**config.mk**
```make
export PLATFORM = sky130hd
export DESIGN_NAME = snake_body
export DESIGN_NICKNAME = d
export VERILOG_FILES = /design/src/rtl/snake_pkg.sv /design/src/rtl/snake_next_head.sv /design/src/rtl/snake_body.sv
export SDC_FILE = /design/constraint.sdc
export NUM_CORES = 1
export LEC_CHECK = 0
export CAP_MARGIN = 40
export CORE_ASPECT_RATIO = 1.5
export CORE_UTILIZATION = 50
export CTS_CLUSTER_SIZE = 25
export DETAILED_ROUTE_END_ITERATION = 8
export HOLD_SLACK_MARGIN = 0.12
export PLACE_DENSITY = 0.76
export SYNTH_ARGS = -nofsm -noshare
export SYNTH_HDL_FRONTEND = slang
export SYNTH_SLANG_ARGS = --single-unit
```
**constraint.sdc**
```tcl
create_clock -name clk -period 5.8 [get_ports clk]
set_input_delay 0.58 -clock clk [delete_from_list [all_inputs] [get_ports clk]]
set_output_delay 0.58 -clock clk [all_outputs]
set_load 0.02 [all_outputs]
```
**src/rtl/snake_pkg.sv**
```systemverilog
// Shared types and constants for the snake game body logic.
package snake_pkg;

    // Coordinate and length widths.
    localparam int unsigned X_W   = 7;
    localparam int unsigned Y_W   = 6;
    localparam int unsigned LEN_W = 5;

    // Direction encoding; opposite directions differ only in bit 1.
    typedef logic [1:0] dir_t;

    localparam dir_t DIR_UP    = 2'd0;
    localparam dir_t DIR_RIGHT = 2'd1;
    localparam dir_t DIR_DOWN  = 2'd2;
    localparam dir_t DIR_LEFT  = 2'd3;

    typedef enum logic [1:0] {
        IDLE,
        RUN,
        DEAD
    } state_t;

    // Direction that would make the snake turn back on itself.
    function automatic dir_t dir_reverse(input dir_t d);
        return d ^ 2'd2;
    endfunction

endpackage

```
**src/rtl/snake_next_head.sv**
```systemverilog
// Next head cell for a given direction plus wall detection.
module snake_next_head
    import snake_pkg::*;
#(
    parameter int unsigned GRID_COLS = 64,
    parameter int unsigned GRID_ROWS = 48
) (
    input  logic [X_W-1:0] head_x,
    input  logic [Y_W-1:0] head_y,
    input  dir_t           dir,
    output logic [X_W-1:0] nh_x,
    output logic [Y_W-1:0] nh_y,
    output logic           wall_hit
);

    // One extra bit so that stepping below zero shows up as a negative value.
    logic signed [X_W:0] sx;
    logic signed [Y_W:0] sy;

    // Step one cell in the requested direction and flag anything off the grid.
    always_comb begin
        sx = $signed({1'b0, head_x});
        sy = $signed({1'b0, head_y});
        unique case (dir)
            DIR_UP:    sy = sy - (Y_W + 1)'(1);
            DIR_RIGHT: sx = sx + (X_W + 1)'(1);
            DIR_DOWN:  sy = sy + (Y_W + 1)'(1);
            DIR_LEFT:  sx = sx - (X_W + 1)'(1);
            default:   sx = sx;
        endcase
        nh_x     = sx[X_W-1:0];
        nh_y     = sy[Y_W-1:0];
        // Sign bit set means underflow (or overflow past the top of the range).
        wall_hit = sx[X_W] || (sx[X_W-1:0] >= X_W'(GRID_COLS)) ||
                   sy[Y_W] || (sy[Y_W-1:0] >= Y_W'(GRID_ROWS));
    end

endmodule

```
**src/rtl/snake_body.sv**
```systemverilog
// Snake position, segment buffer, steering, growth and collision handling.
module snake_body
    import snake_pkg::*;
#(
    parameter int unsigned GRID_COLS = 64,
    parameter int unsigned GRID_ROWS = 48,
    parameter int unsigned START_X   = 10,
    parameter int unsigned START_Y   = 10,
    parameter int unsigned START_LEN = 3,
    parameter int unsigned MAX_LEN   = 18
) (
    input  logic             clk,
    input  logic             reset_n,
    input  logic             start,
    input  logic             move_tick,
    input  logic             dir_valid,
    input  logic [1:0]       dir_req,
    input  logic [X_W-1:0]   apple_x,
    input  logic [Y_W-1:0]   apple_y,
    input  logic [X_W-1:0]   query_x,
    input  logic [Y_W-1:0]   query_y,
    output logic [X_W-1:0]   head_x,
    output logic [Y_W-1:0]   head_y,
    output logic [LEN_W-1:0] length,
    output logic             query_hit,
    output logic             step,
    output logic             ate,
    output logic             game_over
);

    state_t           state_q, state_d;
    logic [X_W-1:0]   seg_x_q [MAX_LEN];
    logic [X_W-1:0]   seg_x_d [MAX_LEN];
    logic [Y_W-1:0]   seg_y_q [MAX_LEN];
    logic [Y_W-1:0]   seg_y_d [MAX_LEN];
    logic [LEN_W-1:0] len_q, len_d;
    dir_t             cur_dir_q, cur_dir_d;
    dir_t             pend_dir_q, pend_dir_d;
    logic             step_q, step_d;
    logic             ate_q, ate_d;

    logic [X_W-1:0]   nh_x;
    logic [Y_W-1:0]   nh_y;
    logic             wall_hit;
    logic             eat;
    logic             grow;
    logic             self_hit;

    // Starting body: a horizontal line trailing left from the start cell.
    function automatic logic [X_W-1:0] init_x(input int i);
        if (i < int'(START_LEN)) begin
            return X_W'(int'(START_X) - i);
        end
        return '0;
    endfunction

    function automatic logic [Y_W-1:0] init_y(input int i);
        if (i < int'(START_LEN)) begin
            return Y_W'(START_Y);
        end
        return '0;
    endfunction

    snake_next_head #(
        .GRID_COLS (GRID_COLS),
        .GRID_ROWS (GRID_ROWS)
    ) u_next_head (
        .head_x   (seg_x_q[0]),
        .head_y   (seg_y_q[0]),
        .dir      (pend_dir_q),
        .nh_x     (nh_x),
        .nh_y     (nh_y),
        .wall_hit (wall_hit)
    );

    assign eat  = (nh_x == apple_x) && (nh_y == apple_y);
    assign grow = eat && (len_q < LEN_W'(MAX_LEN));

    // Self collision: the tail cell only counts when it stays put because we grow.
    always_comb begin
        self_hit = 1'b0;
        for (int i = 0; i < int'(MAX_LEN); i++) begin
            if ((seg_x_q[i] == nh_x) && (seg_y_q[i] == nh_y) &&
                (((i + 1) < int'(len_q)) || (grow && ((i + 1) == int'(len_q))))) begin
                self_hit = 1'b1;
            end
        end
    end

    // Renderer lookup over the live segments only.
    always_comb begin
        query_hit = 1'b0;
        for (int i = 0; i < int'(MAX_LEN); i++) begin
            if ((i < int'(len_q)) && (seg_x_q[i] == query_x) && (seg_y_q[i] == query_y)) begin
                query_hit = 1'b1;
            end
        end
    end

    // Game state machine: start/reload, move evaluation and steering.
    always_comb begin
        state_d    = state_q;
        seg_x_d    = seg_x_q;
        seg_y_d    = seg_y_q;
        len_d      = len_q;
        cur_dir_d  = cur_dir_q;
        pend_dir_d = pend_dir_q;
        step_d     = 1'b0;
        ate_d      = 1'b0;
        unique case (state_q)
            IDLE, DEAD: begin
                if (start) begin
                    for (int i = 0; i < int'(MAX_LEN); i++) begin
                        seg_x_d[i] = init_x(i);
                        seg_y_d[i] = init_y(i);
                    end
                    len_d      = LEN_W'(START_LEN);
                    cur_dir_d  = DIR_RIGHT;
                    pend_dir_d = DIR_RIGHT;
                    state_d    = RUN;
                end
            end
            RUN: begin
                if (move_tick) begin
                    cur_dir_d = pend_dir_q;
                    if (wall_hit || self_hit) begin
                        state_d = DEAD;
                    end else begin
                        for (int i = int'(MAX_LEN) - 1; i > 0; i--) begin
                            seg_x_d[i] = seg_x_q[i-1];
                            seg_y_d[i] = seg_y_q[i-1];
                        end
                        seg_x_d[0] = nh_x;
                        seg_y_d[0] = nh_y;
                        len_d      = len_q + LEN_W'(grow);
                        step_d     = 1'b1;
                        ate_d      = eat;
                    end
                end
                // Checked against the committed direction so a same-cycle tick
                // still consumes the old request and this one waits for the next move.
                if (dir_valid && (dir_req != dir_reverse(cur_dir_q))) begin
                    pend_dir_d = dir_req;
                end
            end
            default: state_d = IDLE;
        endcase
    end

    // State registers with asynchronous reset to the starting snake.
    always_ff @(posedge clk or negedge reset_n) begin
        if (!reset_n) begin
            state_q    <= IDLE;
            len_q      <= LEN_W'(START_LEN);
            cur_dir_q  <= DIR_RIGHT;
            pend_dir_q <= DIR_RIGHT;
            step_q     <= 1'b0;
            ate_q      <= 1'b0;
            for (int i = 0; i < int'(MAX_LEN); i++) begin
                seg_x_q[i] <= init_x(i);
                seg_y_q[i] <= init_y(i);
            end
        end else begin
            state_q    <= state_d;
            len_q      <= len_d;
            cur_dir_q  <= cur_dir_d;
            pend_dir_q <= pend_dir_d;
            step_q     <= step_d;
            ate_q      <= ate_d;
            seg_x_q    <= seg_x_d;
            seg_y_q    <= seg_y_d;
        end
    end

    assign head_x    = seg_x_q[0];
    assign head_y    = seg_y_q[0];
    assign length    = len_q;
    assign step      = step_q;
    assign ate       = ate_q;
    assign game_over = (state_q == DEAD);

endmodule

```
# Word level (Yosys, flattened, before mapping)
# Cells that the tools add are included.
# totals
regBits	247
input_bits	33
output_inout_bits	22
wordCells	366
# classes
add_sub_neg	5
order_cmp	22
n_eq_ne	103
n_mux	70
bitwise	1
n_reduce_logical	123
# op_table
cell	n
126-bit 2-to-1 mux	3
108-bit 2-to-1 mux	3
7-bit == test	37
126-bit one-hot mux with 2 select lines	1
6-bit == test	37
108-bit one-hot mux with 2 select lines	1
1-bit logical AND	93
5-bit == test (first input constant)	11
1-bit 2-to-1 mux	44
4-bit by 5-bit less-than comparator with 1-bit output (first input constant)	8
1-bit logical OR	22
4-bit by 5-bit == test with 1-bit output (first input constant)	4
3-bit by 5-bit less-than comparator with 1-bit output (first input constant)	4
4-bit 2-to-1 mux	4
8-bit one-hot mux with 2 select lines	1
5-bit less-than comparator (first input constant)	3
5-bit 2-to-1 mux	3
7-bit one-hot mux with 2 select lines	1
2-bit one-hot mux with 2 select lines	3
3-bit by 5-bit == test with 1-bit output (first input constant)	2
1-bit by 5-bit less-than comparator with 1-bit output (first input constant)	2
2-bit by 5-bit less-than comparator with 1-bit output (first input constant)	2
2-bit 2-to-1 mux	5
2-bit inequality test (second input constant)	5
other kinds (19)	25

# Depth between registers and ports, before layout
# depth
ltp_word	30
depth_mapped	24
depth_no_buf	16

# Hierarchy
# Synthesis repeated with hierarchy kept, for this count alone.
# unflattened
hier_cells	1842
hier_area_um2	17783.3
# modules_own_cells
mod	n_inst	cells_per_inst	area_per_inst_um2	seq_area_each_um2
snake_body	1	1741	17071.4	6199.7
snake_next_head	1	101	711.9	0.0

# Least setup slack after synthesis
# OpenSTA, ideal clock, no wires.
# synth_path
kind	flip-flop to flip-flop
start	reg pend_dir_q[0]
end	reg seg_x_q[85] (netlist name)
setup_ps	121
arrival_time_ps	4981
required_time_ps	5679
slack_ps	698
stages_incl_launch_ff	22
path_buffers	7
period_less_slack_ps	5102
path_cell_list	dfstp_2 buf_2 inv_1 clkbuf_1 clkbuf_1 nand2_1 ha_1 nor2b_1 or4b_2 nand3_1 buf_2 xor2_1 nor3_1 nor4bb_1 maj3_1 nor2_1 o31ai_1 nor3_1 buf_4 buf_6 buf_2 a22o_1
# synth_between
elab_chain_len	29
elab_cells_between_ends	144
# synth_lines
element	line	rtl
start: declaration	snake_body.sv:38	dir_t pend_dir_q, pend_dir_d;
start signal: assignment	snake_body.sv:167	pend_dir_q <= pend_dir_d;
2-bit == test, or another cell as far along	snake_next_head.sv:24	unique case (dir)
8-bit one-hot mux with 2 select lines or 7-bit one-hot mux with 2 select lines (tied branches)	snake_next_head.sv:24	
7-bit == test or 6-bit == test (tied branches)	snake_body.sv:76	assign eat = (nh_x == apple_x) && (nh_y == apple_y);
1-bit logical AND	snake_body.sv:76	
1-bit logical AND	snake_body.sv:77	assign grow = eat && (len_q < LEN_W'(MAX_LEN));
1-bit logical AND	snake_body.sv:84	(((i + 1) < int'(len_q)) || (grow && ((i + 1) == int'(len_q))))) begin
1-bit logical OR	snake_body.sv:84	
1-bit logical AND	snake_body.sv:83	if ((seg_x_q[i] == nh_x) && (seg_y_q[i] == nh_y) &&
1-bit 2-to-1 mux (18 in a row)	snake_body.sv:83	
1-bit logical OR *	snake_body.sv:126	if (wall_hit || self_hit) begin
2-bit inequality test (no source line) *	--	
4-bit AND reduction (no source line) *	--	
end signal: indexed assignment	snake_body.sv:160	seg_x_q[i] <= init_x(i);
end signal: assignment	snake_body.sv:170	seg_x_q <= seg_x_d;
end: declaration	snake_body.sv:32	logic [X_W-1:0] seg_x_q [MAX_LEN];
# Mark *: on every way between the ends. The rest lies on a longest branch, timed or not.
# A chain may end at the register's enable or synchronous reset.

# Worst setup path after layout
# layout_path
start	reg pend_dir_q[0]
end	reg seg_y_q[37] (netlist name)
# layout_between
elab_chain_len	29
elab_cells_between_ends	144
# layout_lines
element	line	rtl
2-bit == test, or another cell as far along	snake_next_head.sv:24	
8-bit one-hot mux with 2 select lines or 7-bit one-hot mux with 2 select lines (tied branches)	snake_next_head.sv:24	
7-bit == test or 6-bit == test (tied branches)	snake_body.sv:76	
1-bit logical AND	snake_body.sv:76	
1-bit logical AND	snake_body.sv:77	
1-bit logical AND	snake_body.sv:84	
1-bit logical OR	snake_body.sv:84	
1-bit logical AND	snake_body.sv:83	
1-bit 2-to-1 mux (18 in a row)	snake_body.sv:83	
1-bit logical OR *	snake_body.sv:126	
2-bit inequality test (no source line) *	--	
4-bit AND reduction (no source line) *	--	
end signal: indexed assignment	snake_body.sv:161	seg_y_q[i] <= init_y(i);
end signal: assignment	snake_body.sv:171	seg_y_q <= seg_y_d;
end: declaration	snake_body.sv:34	logic [Y_W-1:0] seg_y_q [MAX_LEN];
# Marks and branches as above.

==> flow_summary.yaml <==
critical_path:
  worstPathArrival_ns: 6.14
  r2r_cells: 19
  r2r-end: "seg_y_q[37]$_DFFE_PN0P_"
  r2r-start: "pend_dir_q[0]$_DFFE_PN1P_"
  required_ns: 6.28
  critPathKind: "reg2reg"
  crit_fanout: 29
  cp-end-kind: "flop"
  start_kind: "flop"
  rrSetupSlack_ns: 0.14
clock_network:
  cts_num_sinks: 247
  numCtsBuffers: 26
  path_clk_slew_ns: 0.07
  cts-htree-levels: 1
  insertion_delay_ns: 0.56
  cts_setup_buffers: 0
  ctsRootBufferMaster: "clkbuf_16"
  clk_path_buf_depth: 3
  cts_tree: "done"
global_route:
  grt.total_usage: 0.409
  grt_start_max_net_pins: 106
  antenna_found_initial: 1
  grt_pass1_vias: 14800
  grt_overflow: 0
  grt_pass1_wl_um: 103000
synthesis:
  syn_inst: 1706
  yosysTopAreaCellShare: 0.337
  synth_fp_nets: 1748
  ys_seq_elements: 247
  synth_flop_cell: "dfrtp_1"
  seq_area_frac_synth: 0.360
  synth.area.top_cells: "dfrtp_1 (34%), xnor2_1 (15%), xor2_1 (11%)"
  synth_edf_count: 0
  synth_largest_area_cell: "dfrtp_1"
  avgSynthCellArea_um2: 10.1
  synth_warnings: 0
  synth_area_um2: 17200
  synth_cell_types: 85
  synthArstFlopShare: 1.00
cells_and_area:
  fin_util: 0.575
  drive_gt1_frac: 0.109
  stdcell_area_um2: 19400
  final_net_count: 1751
  layout_common_cells: "xnor2_1 (287), dfrtp_1 (232), xor2_1 (222), a22o_1 (216), buf_4 (85)"
  layout_commonest_cell: "xnor2_1"
  area_growth_syn_to_layout_pct: 12.5
sta:
  fin_crit_sh: 0.976
  finalSetupTns_ns: 0
  fmax_mhz: 177
  slew_violations: 0
  finalSetupViolations: 0
  worst_pin_slew_ns: 1.08
  timing.final.crit_period_ns: 5.66
  rsz0062_at_grt: "no"
  relSlewSlack: 0.273
  fin_skew_ns: 0.0146
  hold_violations: 0
floorplanning:
  ioPinCount: 55
  die_w_um: 154
  die_area_um2: 35200
  row_count: 82
  die_h_um: 229
  coreArea_um2: 33700
  start_util: 0.512
placed_design:
  place_hpwl_um: 50700
  gp_congestion: 1.05
  place.port_buffers: 54
  place_area_um2: 18400
hold_path:
  hp-start: "seg_y_q[93]$_DFFE_PN1P_"
  hold_class: "reg2reg"
  whs_path_depth: 2
  hold_end: "seg_y_q[93]$_DFFE_PN1P_"
pwr:
  p_leak_nw: 8.36
  vdd_drop_max_v: 0.000253
  fin_total_pwr_mw: 9.17
  cellPowerDensity_nw_per_um2: 474
drt:
  dr.pass1.iters: 7
  drt_iter0_markers: 1652
  viasPerCell: 6.92
  postRouteAntennaNets: 0
  finalWirelength_um: 70400
  wl_per_cell_um: 32.7
  vias: 14900
  drc: 0
flow_run:
  cap_viol_max_count: 0
status:
  status: "finished, final reports clean"
## metrics by stage
stage	hold slack, ns	cells	setup slack (ns)
after floorplan	0.284	1706	0.698
after global placement	0.499	2093	0.384
after detailed placement	0.511	2099	0.329
after CTS	0.523	2148	0.261
after global routing	0.538	2149	0.0198
final	0.524	2150	0.140
## per-layer routing
| metal | vias up | GRT usage | wire (µm) | share of wire |
|---|---|---|---|---|
| met5 | - | 0 | 0 | 0 |
| met4 | 0 | 0.356 | 7320 | 0.10 |
| met3 | 330 | 0.0787 | 5660 | 0.080 |
| met2 | 1000 | 0.655 | 32900 | 0.47 |
| met1 | 7415 | 0.467 | 24600 | 0.35 |
| li1 | 6125 | - | - | - |
## cell families after synthesis
group                      after synthesis  synth area share
xor gates and xnor gates               524             0.278
AOI/OAI and AO/OA                      375             0.177
and+or+nand+nor                        331             0.111
DFF                                    247             0.360
buffers and inverters                  211            0.0605
adders and majority gates               10           0.00756
muxes                                    8           0.00632
## cell type report
class | instances | area, µm²
sequential | 247 | 6200
timing repair buffer | 157 | 1530
antenna | 1 | 2.50
multi-input combinational | 1248 | 10000
fill | 2889 | 14300
tap | 420 | 526
inverter | 29 | 109
clock buffer | 37 | 763
clock inverter | 11 | 215
## sequential cells by signal, summed over array words and instances (netlist names)
signal	cells
ate	1
cur_dir_q	2
head_x	7
head_y	6
length	5
pend_dir_q	2
seg_x_q	119
seg_y_q	102
state_q	2
step	1
## Yosys cell counts (all sizes together), types with 28 or more instances
library cell  number
nand4             55
xnor2            291
inv               28
clkbuf            67
buf              115
nand3             33
nor2              44
nor4              59
xor2             222
nand2             37
dfrtp            232
a22o             216
## power by group
part / internal, mW / total [mW] / switching, mW
logic: 1.80 / 4.90 / 3.10
clock network: 1.19 / 1.93 / 0.745
registers: 1.95 / 2.34 / 0.392
## critical path, cell delays in order, from the launching register on
cell	delay, ns
dfstp_2	0.55
inv_1	0.05
nand2_1	0.24
ha_1	0.38
nor2b_1	0.19
or4b_2	0.69
nand3_1	0.11
buf_4	0.45
xor2_1	0.12
nor4_1	0.82
o2111ai_1	0.30
a41oi_1	0.32
a221oi_1	0.09
o31ai_1	0.12
buf_4	0.21
nor2_2	0.07
o21ai_4	0.20
buf_12	0.24
buf_12	0.21
a22o_1	0.17
## how the worst max path moves through the flow
| stage | start | to | slack (ns) | depth (start not counted) |
|---|---|---|---|---|
| 6_report | pend_dir_q[0]$_DFFE_PN1P_ | seg_y_q[37]$_DFFE_PN0P_ | 0.14 | 19 |
| 5_1_grt | pend_dir_q[1]$_DFFE_PN0P_ | seg_x_q[0]$_DFFE_PN0P_ | 0.02 | 19 |
| 4_1_cts | pend_dir_q[0]$_DFFE_PN1P_ | seg_y_q[37]$_DFFE_PN0P_ | 0.26 | 19 |
| 3_5_place_dp | pend_dir_q[0]$_DFFE_PN1P_ | seg_y_q[37]$_DFFE_PN0P_ | 0.33 | 19 |
| 3_3_place_gp | pend_dir_q[0]$_DFFE_PN1P_ | seg_x_q[29]$_DFFE_PN0P_ | 0.38 | 19 |
| 2_1_floorplan | pend_dir_q[0]$_DFFE_PN1P_ | seg_x_q[85]$_DFFE_PN0P_ | 0.70 | 21 |
## what timing repair did
item / 4_1_cts / 5_1_grt
hold buffers: 1 / 0
resized for setup: 0 / 0
endpoints found under the hold margin: 50 / 0
Power figures use the tool's default switching activity.
